$ cat config.mk
export PLATFORM = sky130hd
export DESIGN_NAME = hazard_byp_unit
export DESIGN_NICKNAME = d
export VERILOG_FILES = /design/src/rtl/hazard_byp_unit.sv
export SDC_FILE = /design/constraint.sdc
export NUM_CORES = 1
export LEC_CHECK = 0
export BUFFER_PORTS_ARGS = -buffer_cell sky130_fd_sc_hd__buf_2
export CAP_MARGIN = 20
export CORE_MARGIN = 2
export CORE_UTILIZATION = 43
export DETAILED_ROUTE_END_ITERATION = 6
export GPL_TIMING_DRIVEN = 0
export PLACE_DENSITY = 0.75
export SLEW_MARGIN = 20
export SYNTH_ARGS = -nofsm -noshare
export SYNTH_HDL_FRONTEND = slang
export SYNTH_SLANG_ARGS = --single-unit
$ cat constraint.sdc
create_clock -name clk -period 5.8 [get_ports clk]
set_input_delay 0.58 -clock clk [delete_from_list [all_inputs] [get_ports clk]]
set_output_delay 0.58 -clock clk [all_outputs]
set_load 0.03 [all_outputs]
$ cat src/rtl/hazard_byp_unit.sv
// ID-stage hazard and bypass controller: tracks in-flight writers, drives registered EX-stage
// bypass selects, and detects load-use hazards to stall/bubble the pipe.
module hazard_byp_unit #(
  parameter int unsigned RA_W  = 4,
  parameter int unsigned CNT_W = 16
) (
  input  logic             clk,
  input  logic             rst,
  input  logic [RA_W-1:0]  p0_addr,
  input  logic [RA_W-1:0]  p1_addr,
  input  logic             re0,
  input  logic             re1,
  input  logic [RA_W-1:0]  dst_addr_ID,
  input  logic             we_rf_ID,
  input  logic             ld_ID,
  input  logic             flush,
  input  logic             dm_stall,
  output logic             byp0_EX,
  output logic             byp1_EX,
  output logic             byp0_DM,
  output logic             byp1_DM,
  output logic             stall_IF_ID,
  output logic             stall_ID_EX,
  output logic             stall_EX_DM,
  output logic             stall_DM_WB,
  output logic             bubble_ID_EX,
  output logic [CNT_W-1:0] lu_stall_cnt
);

  // Writer tracking. The DM_WB stage needs no tracking here: the RF is write-before-read,
  // so a writer in WB never produces a bypass towards the reader in ID.
  logic [RA_W-1:0]  dst_id_ex_q, dst_id_ex_d;
  logic             we_id_ex_q, we_id_ex_d;
  logic             ld_id_ex_q, ld_id_ex_d;
  logic [RA_W-1:0]  dst_ex_dm_q, dst_ex_dm_d;
  logic             we_ex_dm_q, we_ex_dm_d;

  logic             byp0_ex_q, byp0_ex_d;
  logic             byp1_ex_q, byp1_ex_d;
  logic             byp0_dm_q, byp0_dm_d;
  logic             byp1_dm_q, byp1_dm_d;

  logic [CNT_W-1:0] cnt_q, cnt_d;

  logic             m0_id_ex, m1_id_ex;
  logic             m0_ex_dm, m1_ex_dm;
  logic             lu;
  logic             cnt_sat;

  function automatic logic src_match(input logic            we,
                                     input logic [RA_W-1:0] dst,
                                     input logic [RA_W-1:0] src,
                                     input logic            re);
    return we & re & (src != '0) & (dst == src);
  endfunction

  always_comb begin
    m0_id_ex = src_match(we_id_ex_q, dst_id_ex_q, p0_addr, re0);
    m1_id_ex = src_match(we_id_ex_q, dst_id_ex_q, p1_addr, re1);
    m0_ex_dm = src_match(we_ex_dm_q, dst_ex_dm_q, p0_addr, re0);
    m1_ex_dm = src_match(we_ex_dm_q, dst_ex_dm_q, p1_addr, re1);
    lu       = ld_id_ex_q & we_id_ex_q & (m0_id_ex | m1_id_ex);
    cnt_sat  = &cnt_q;
  end

  // Pipe control; flush wins over load-use since the instr in ID is being killed anyway.
  always_comb begin
    stall_IF_ID  = 1'b0;
    stall_ID_EX  = 1'b0;
    stall_EX_DM  = 1'b0;
    stall_DM_WB  = 1'b0;
    bubble_ID_EX = 1'b0;
    if (dm_stall) begin
      stall_IF_ID = 1'b1;
      stall_ID_EX = 1'b1;
      stall_EX_DM = 1'b1;
      stall_DM_WB = 1'b1;
    end else if (flush) begin
      bubble_ID_EX = 1'b1;
    end else if (lu) begin
      stall_IF_ID  = 1'b1;
      bubble_ID_EX = 1'b1;
    end
  end

  always_comb begin
    dst_id_ex_d = dst_id_ex_q;
    we_id_ex_d  = we_id_ex_q;
    ld_id_ex_d  = ld_id_ex_q;
    dst_ex_dm_d = dst_ex_dm_q;
    we_ex_dm_d  = we_ex_dm_q;
    byp0_ex_d   = byp0_ex_q;
    byp1_ex_d   = byp1_ex_q;
    byp0_dm_d   = byp0_dm_q;
    byp1_dm_d   = byp1_dm_q;
    cnt_d       = cnt_q;

    if (!dm_stall) begin
      dst_ex_dm_d = dst_id_ex_q;
      we_ex_dm_d  = we_id_ex_q;
      if (flush || lu) begin
        // Bubble enters EX: it writes nothing and reads nothing.
        dst_id_ex_d = dst_addr_ID;
        we_id_ex_d  = 1'b0;
        ld_id_ex_d  = 1'b0;
        byp0_ex_d   = 1'b0;
        byp1_ex_d   = 1'b0;
        byp0_dm_d   = 1'b0;
        byp1_dm_d   = 1'b0;
      end else begin
        dst_id_ex_d = dst_addr_ID;
        we_id_ex_d  = we_rf_ID;
        ld_id_ex_d  = ld_ID;
        byp0_ex_d   = m0_id_ex;
        byp1_ex_d   = m1_id_ex;
        byp0_dm_d   = m0_ex_dm & ~m0_id_ex;
        byp1_dm_d   = m1_ex_dm & ~m1_id_ex;
      end
      if (lu && !flush && !cnt_sat) begin
        cnt_d = cnt_q + {{(CNT_W-1){1'b0}}, 1'b1};
      end
    end
  end

  always_ff @(posedge clk) begin
    if (rst) begin
      dst_id_ex_q <= '0;
      we_id_ex_q  <= 1'b0;
      ld_id_ex_q  <= 1'b0;
      dst_ex_dm_q <= '0;
      we_ex_dm_q  <= 1'b0;
      byp0_ex_q   <= 1'b0;
      byp1_ex_q   <= 1'b0;
      byp0_dm_q   <= 1'b0;
      byp1_dm_q   <= 1'b0;
      cnt_q       <= '0;
    end else begin
      dst_id_ex_q <= dst_id_ex_d;
      we_id_ex_q  <= we_id_ex_d;
      ld_id_ex_q  <= ld_id_ex_d;
      dst_ex_dm_q <= dst_ex_dm_d;
      we_ex_dm_q  <= we_ex_dm_d;
      byp0_ex_q   <= byp0_ex_d;
      byp1_ex_q   <= byp1_ex_d;
      byp0_dm_q   <= byp0_dm_d;
      byp1_dm_q   <= byp1_dm_d;
      cnt_q       <= cnt_d;
    end
  end

  assign byp0_EX      = byp0_ex_q;
  assign byp1_EX      = byp1_ex_q;
  assign byp0_DM      = byp0_dm_q;
  assign byp1_DM      = byp1_dm_q;
  assign lu_stall_cnt = cnt_q;

endmodule

**Word-level counts from Yosys, hierarchy flattened**

Cells that the tools add are included.

- Register bits after elaboration: 31
- Output and inout port bits: 25
- Logic and storage cells: 56

- Multiplexer cells: 12
- Equality and inequality tests: 4
- $add $sub $neg: 1
- Reduce and logical (&&, ||, !) cells: 9
- Bitwise gates (word level): 20

Operators by type and width:

| cell | count |
|---|---|
| 16-bit by 1-bit adder with 16-bit output, second input constant | 1 |
| 1-bit bitwise AND | 16 |
| 4-bit == test | 4 |
| 16-bit AND reduction | 1 |
| 1-bit 2-to-1 mux | 12 |
| 4-bit nonzero test | 2 |
| 1-bit inverter | 3 |
| 1-bit logical AND | 2 |
| 1-bit logical NOT | 2 |
| 2-bit AND reduction | 1 |
| 1-bit logical OR | 1 |
| 1-bit OR | 1 |

**Depth between registers and ports, before layout**

Gate-level depths: netlist (run 1).

- Depth in word-level cells: 8
- Gate-level depth with buffers: 8

**Worst setup path before layout (run 1)**

Ideal clock, no wire load.

- Path kind: input-to-output
- From: input p1_addr[3]
- To: output bubble_ID_EX
- Required time: 5220 ps
- Stages on the path: 5
- Arrival time: 1878 ps
- Setup slack: 3342 ps
- Cell sequence: xnor2_1 nand3_1 nor3_2 o21ai_0 a21oi_1

- Cells in the longest elaborated chain, start to end: 8

RTL lines:

| element | line | source |
|---|---|---|
| from (decl) | 10 | `input logic [RA_W-1:0] p1_addr,` |
| 4-bit nonzero test | 54 | `return we & re & (src != '0) & (dst == src);` |
| 1-bit bitwise AND | 54 |  |
| 1-bit bitwise AND (*) | 54 |  |
| 1-bit OR (*) | 62 | `lu = ld_id_ex_q & we_id_ex_q & (m0_id_ex \| m1_id_ex);` |
| 1-bit bitwise AND (*) | 62 |  |
| 1-bit 2-to-1 mux (*) | 80 | `end else if (lu) begin` |
| 1-bit 2-to-1 mux (*) | 78 | `end else if (flush) begin` |
| 1-bit 2-to-1 mux (*) | 73 | `if (dm_stall) begin` |
| to (decl) | 26 | `output logic bubble_ID_EX,` |

Every way passes the cells marked *; elsewhere a longest branch is shown, timed or not.

**Worst setup path in the final report (run 1)**

- From: input p1_addr[2]
- To: output bubble_ID_EX

Same word-level chain as after synthesis.

==> results.toml, run 1 <==
[grt]
grt_pass1_vias = 1346
grt-ovfl-total = 0
met3_usage_pct = 5.99
grt_use_total_pct = 18.7
busiest_layer = "met2"
grt_pass1_wl_um = 6060
antenna_found_initial = 0
met1_usage_pct = 23.4
gr-usage-met2_pct = 29.7
grt_max_degree = 11

[placement]
hpwl_um = 2750
dpl_cell_area_um2 = 1900
pre_cts_slack_ns = 3.15
port_buffers = 43
routabilityCongestion = 0.771

[power_and_ir_drop]
ir_drop_mv = 0.111
switching_share_pct = 25.8
power_density_nw_per_um2 = 218
p_leak_nw = 0.784
internal_power_mw = 0.320
power.total_mw = 0.431
p_comb_share_pct = 10.2
clockPowerShare_pct = 38.7
seq_power_share_pct = 51.1
p_switching_mw = 0.111

[logic_synthesis]
synthAdderAreaFrac_pct = 0.772
syn_inst = 186
ys.flop_type = "dfxtp_1"
syn_area_um2 = 1620
synth_simple_gate_area_share_pct = 23.6
synthArstFlopShare_pct = 0
synthXorXnorAreaFrac_pct = 9.73
synth_compound_area_share_pct = 16.3
yosysSeqAreaShare_pct = 38.3
synth_mux_area_share_pct = 6.87
synth_edf_count = 0
ys_seq_elements = 31
syn_avg_cell_area_um2 = 8.71
ys_types = 37
ys_warn_count = 0
synthesis.nets = 207
synth_top_family_by_area = "simple AND/OR/NAND/NOR gates"

[detailed_routing]
routed_wl_um = 3720
first_iter_violations = 70
num_vias = 1521
drc_errors = 0
drtPass1Iterations = 4
final_antenna_net_count = 0
viasPerCell = 5.34
wl_per_cell_um = 13.0

[setup_path]
crit_chain = "buf_2 -> xnor2_1 -> nand3_1 -> nor3_2 -> o21ai_0 -> a21oi_1 -> buf_2"
cp.required_ns = 5.22
cpMaxStageDelayCell = "nor3_2"
cp_max_fo = 7
cp.arrival_ns = 2.09
cp-end-kind = "output port"
cp_common_cell = "buf_2"
critical_path.max_stage_delay_ns = 0.45
path_buf_inv = 2
crit_family = "simple AND/OR/NAND/NOR gates"
crit_type = "input pin to output port"
critPathLaunchType = "input pin"

[final_layout]
largest_register_ffs = 16
drive_above_1_share_pct = 26.2
fillCellCount = 357
final_area_um2 = 1980
diodes = 0
areaGrowthSynthToFinish_pct = 22.2
final_nets = 257

[floorplanning]
coreArea_um2 = 3630
rows = 22
die_h_um = 65.4
die_x_um = 65.4
die-area_um2 = 4280
start_util_pct = 44.6
ioPinCount = 45

[flow_run]
maxCapViolCount = 0

[sta]
hold_ws_ns = 0.447
setup_tns_ns = 0
fin_crit_ns = 2.67
post-route-worst-setup-slack_ns = 3.13
relSlewSlack_pct = 61.8
final_max_slew_viol_count = 0
worstMarginPinSlew_ns = 0.572
skew_ns = 0.00560
setup_viol = 0
hold_violations = 0
fmaxAchievable_ghz = 0.375
rsz0062_at_grt = "false"
finalCritPeriodShare_pct = 46.0

[hold_path]
holdCritPathClass = "flip-flop to flip-flop"

[clocking]
clock-sinks = 31
clk_pin_slew_ns = 0.06
cts_buffers = 5
cts_setup_buffers = 0
worstSkewPairLatency_ns = 0.29
ctsRootBufferMaster = "clkbuf_8"
postCtsHoldBufs = 0
tritoncts = "built"
clock_path_buffers = 2
ctsResizeCount = 0
cts-htree-levels = 2

[status]
status = "finished, final reports clean"
[metal layers]
| layer | wire length [um] | vias to the layer above |
|---|---|---|
| met4 | 70 | 0 |
| li1 | - | 766 |
| met5 | 0 | - |
| met2 | 1650 | 39 |
| met3 | 236 | 7 |
| met1 | 1760 | 709 |
[cell usage in the layout, fill, tap and decap left out, drive strengths merged]
| cell type | Yosys | routed |
|---|---|---|
| nor2 | 21 | 21 |
| buf | 5 | 48 |
| nand3 | 10 | 10 |
| nand4b | 1 | 1 |
| nor2b | 2 | 2 |
| o211ai | 1 | 1 |
| a21oi | 13 | 13 |
| and2 | 1 | 1 |
| xor2 | 5 | 5 |
| mux2i | 10 | 10 |
| mux2 | 1 | 1 |
| xnor2 | 13 | 13 |
| and4 | 1 | 1 |
| clkbuf | 5 | 11 |
| nand2 | 11 | 11 |
| o21ai | 11 | 11 |
| or4 | 2 | 2 |
| o21bai | 1 | 1 |
| a311oi | 1 | 1 |
| or3 | 10 | 10 |
| clkinv | 0 | 1 |
| o22ai | 2 | 2 |
| and3 | 1 | 1 |
| a32oi | 2 | 2 |
| o2111ai | 1 | 1 |
| dfxtp | 31 | 31 |
| nand4 | 5 | 5 |
| o2111a | 1 | 1 |
| ha | 1 | 1 |
| clkinvlp | 0 | 1 |
| inv | 4 | 4 |
| nand3b | 2 | 2 |
| o41ai | 2 | 2 |
| o31ai | 4 | 4 |
| nor3 | 4 | 4 |
| or2b | 1 | 1 |
[synthesized netlist by cell type, types with 3 or more instances]
cell type	number	area [um2]
mux2i_1	10	100
nand2_1	11	41.3
nand4_1	5	31.3
o21ai_0	11	55.1
nor2_1	21	78.8
dfxtp_1	31	621
or3_1	10	62.6
buf_4	3	22.5
xnor2_1	13	114
o31ai_1	4	30.0
nand3_1	10	50.1
a21oi_1	13	65.1
clkbuf_1	5	18.8
inv_1	4	15.0
xor2_1	5	43.8
[power groups by stage]
stage | registers (mW) | logic (mW) | clock network, mW
6_report | 0.220 | 0.0438 | 0.167
5_1_grt | 0.221 | 0.0478 | 0.184
2_1_floorplan | 0.224 | 0.0287 | 0
3_5_place_dp | 0.225 | 0.0438 | 0
3_3_place_gp | 0.225 | 0.0434 | 0
4_1_cts | 0.220 | 0.0441 | 0.170
[cell type report]
class | count | area, um2 | area share (%)
Tap cell | 48 | 60.1 | 3.03
Multi-Input combinational cell | 141 | 927 | 46.8
Buffer | 10 | 57.6 | 2.91
Clock inverter | 2 | 12.5 | 0.632
Inverter | 4 | 15.0 | 0.758
Clock buffer | 6 | 72.6 | 3.66
Sequential cell | 31 | 621 | 31.3
Timing Repair Buffer | 43 | 215 | 10.9
[cell families after synthesis]
logic type	after synthesis
AOI/OAI and AO/OA	39
xor gates and xnor gates	18
adders and majority gates	1
buffers and inverters	14
DFF	31
muxes	11
and+or+nand+nor	72
[worst register-to-register path: stages, from the launching register on]
cell	delay, ns
dfxtp_1	0.38
ha_1	0.29
and4_4	0.23
a311oi_4	0.34
o211ai_2	0.16
buf_6	0.16
or4_1	0.39
a21oi_1	0.15
[metrics by stage]
stage / utilization (%) / std cells
global route: 54.5 / 285
detailed placement: 52.2 / 277
CTS: 54.5 / 285
finish: 54.5 / 285
floorplan: - / 186
global placement: 52.2 / 277
[path summary, 6_finish.rpt]
check                                from                       endpoint  slack (ns)  cells past startpoint
max reg2reg  lu_stall_cnt[0]$_SDFFE_PP0P_  lu_stall_cnt[12]$_SDFFE_PP0P_        3.62                      7
max                            p1_addr[2]                   bubble_ID_EX        3.13                      7
min                  byp1_DM$_SDFFE_PP0N_           byp1_DM$_SDFFE_PP0N_        0.45                      2
min reg2reg          byp1_DM$_SDFFE_PP0N_           byp1_DM$_SDFFE_PP0N_        0.45                      2
Power figures use the tool's default switching activity.
==> inputs of run 2 (changes only) <==
- PLACE_DENSITY: 0.75 -> 0.77
- clock period: 5.8 -> 2.25 ns (I/O delays scaled with it)
==> run 2 against run 1 <==
Compared with the run above:
- count of clock-buffer cells in the layout up 2
- worst setup slack worse by 3.0 ns
- sequential power rose to 2.6 times the previous value
- die area unchanged
- first-iteration DRC count grew 1.4%
- flip-flop and latch count unchanged
- clock skew is 0.0030 ns lower
- combinational power grew to 2.7 times the previous value
- clock power increased to 2.9 times the previous value
==> results.toml, run 2 (synthesized netlist as in run 1, its figures left out) <==
[clocking]
ctsRootBufferMaster = "clkbuf_8"
cts_buffers = 5
postCtsHoldBufs = 0
tritoncts = "built"
clock_path_buffers = 2
clk_pin_slew_ns = 0.06
worstSkewPairLatency_ns = 0.28
cts-htree-levels = 2
clock-sinks = 31

[setup_path]
critPathLaunchType = "flip-flop"
cp.arrival_ns = 1.86
cp_max_fo = 5
r2r_end = "lu_stall_cnt[12]$_SDFFE_PP0P_"
ff2ff_path_depth = 7
crit_type = "flip-flop to output port"
cp-end-kind = "output port"
cp.required_ns = 2.03
rr_startpoint = "lu_stall_cnt[1]$_SDFFE_PP0P_"
r2r_setup_slack_ns = 0.17

[detailed_routing]
drtPass1Iterations = 4
num_vias = 1517
viasPerCell = 5.25
final_antenna_net_count = 0
drc_errors = 0
wl_per_cell_um = 13.4
first_iter_violations = 71
routed_wl_um = 3880

[final_layout]
areaGrowthSynthToFinish_pct = 26.8
diodes = 0
drive_above_1_share_pct = 29.0
layout_commonest_cell = "buf_2"
largest_register_ffs = 16
fillCellCount = 359
final_cell_mix = "buf_2, dfxtp_1, nor2_1"
post-route-util_pct = 56.5
final_nets = 261

[hold_path]
holdCritPathClass = "input pin to flip-flop"
min_from = "dst_addr_ID[2]"
worstHoldEndpoint = "dst_id_ex_q[2]$_SDFFE_PP0N_"
hold_depth = 3

[grt]
grt_use_total_pct = 19.0
grt_max_degree = 11
grt_pass1_wl_um = 6100
grt-ovfl-total = 0
antenna_found_initial = 0
grt_pass1_vias = 1342

[sta]
final_max_slew_viol_count = 0
fin_crit_ns = 2.09
setup_viol = 0
fmaxAchievable_ghz = 0.479
skew_ns = 0.00259
post-route-worst-setup-slack_ns = 0.162
setup_tns_ns = 0
rsz0062_at_grt = "false"
finalCritPeriodShare_pct = 92.8
hold_violations = 0
relSlewSlack_pct = 51.7
worstMarginPinSlew_ns = 0.715

[flow_run]
maxCapViolCount = 0

[floorplanning]
die_x_um = 65.4
ioPinCount = 45
rows = 22
die-area_um2 = 4280
coreArea_um2 = 3630
start_util_pct = 44.6
die_h_um = 65.4

[placement]
hpwl_um = 2750
pre_cts_slack_ns = 0.121
port_buffers = 43
routabilityCongestion = 0.850

[power_and_ir_drop]
p_leak_nw = 0.832
power_density_nw_per_um2 = 569
ir_drop_mv = 0.352

[status]
status = "finished, final reports clean"
[run 2: cell count changes in the layout (fill, tap and decap cells not counted), sizes merged]
cell      before  now
clkinv         1    0
clkinvlp       1    0
clkbuf        11   13
buf           48   52
[run 2: how the worst max path moves through the flow]
stage                                       from                       endpoint  slack, ns  cells past startpoint
floorplan           lu_stall_cnt[0]$_SDFFE_PP0P_  lu_stall_cnt[12]$_SDFFE_PP0P_       0.14                      7
global placement    lu_stall_cnt[0]$_SDFFE_PP0P_  lu_stall_cnt[12]$_SDFFE_PP0P_       0.17                      8
detailed placement  lu_stall_cnt[0]$_SDFFE_PP0P_  lu_stall_cnt[12]$_SDFFE_PP0P_       0.12                      8
CTS                  dst_id_ex_q[1]$_SDFFE_PP0N_                   bubble_ID_EX       0.01                      6
global route        lu_stall_cnt[1]$_SDFFE_PP0P_  lu_stall_cnt[12]$_SDFFE_PP0P_       0.02                      7
finish               dst_id_ex_q[3]$_SDFFE_PP0N_                   bubble_ID_EX       0.16                      6
[run 2: critical path, cell delays in order, from the launching register on]
cell and delay (ns):
dfxtp_1 0.41, xnor2_1 0.14, nand3_1 0.17, nor3_4 0.23, o21ai_0 0.21, a21oi_1 0.20
buf_2 0.22
[run 2: routing by layer]
metal,up-vias,share of wire [%],wire [um],global-route usage [%]
met5,-,0,0,0
li1,775,-,-,-
met2,32,48,1860,31.0
met4,0,1.4,54,7.03
met3,6,3.5,137,5.14
met1,704,47,1830,23.9
[run 2: final cells by class]
class	instances	area (um2)	share of cell area (%)
plain buffers	10	57.6	2.80
clock buffers	8	100	4.87
inverters	4	15.0	0.731
multi-input cells	141	955	46.5
flip-flops and latches	31	622	30.3
well taps	48	60.1	2.92
repair buffers	47	245	11.9
[run 2: power by group]
| part | internal [mW] | switching, mW | leakage (nW) | total [mW] |
|---|---|---|---|---|
| sequential | 0.557 | 0.0107 | 0.251 | 0.568 |
| combinational | 0.0523 | 0.0663 | 0.529 | 0.119 |
| clock | 0.279 | 0.204 | 0.0515 | 0.483 |
[run 2: what timing repair did]
action | CTS | global route
pin swaps | 0 | 2
setup buffers | 0 | 4
resized for setup | 2 | 4
endpoints found under the setup margin | 2 | 10
[run 2: stage by stage]
stage               instances  power (mW)  hold WS [ns]  area, um2
floorplan                 186       0.652         0.369       1620
finish                    289        1.17         0.171       2050
CTS                       285        1.18         0.165       2010
global placement          277       0.691         0.432       1900
detailed placement        277       0.694         0.441       1900
global route              289        1.21         0.192       2050
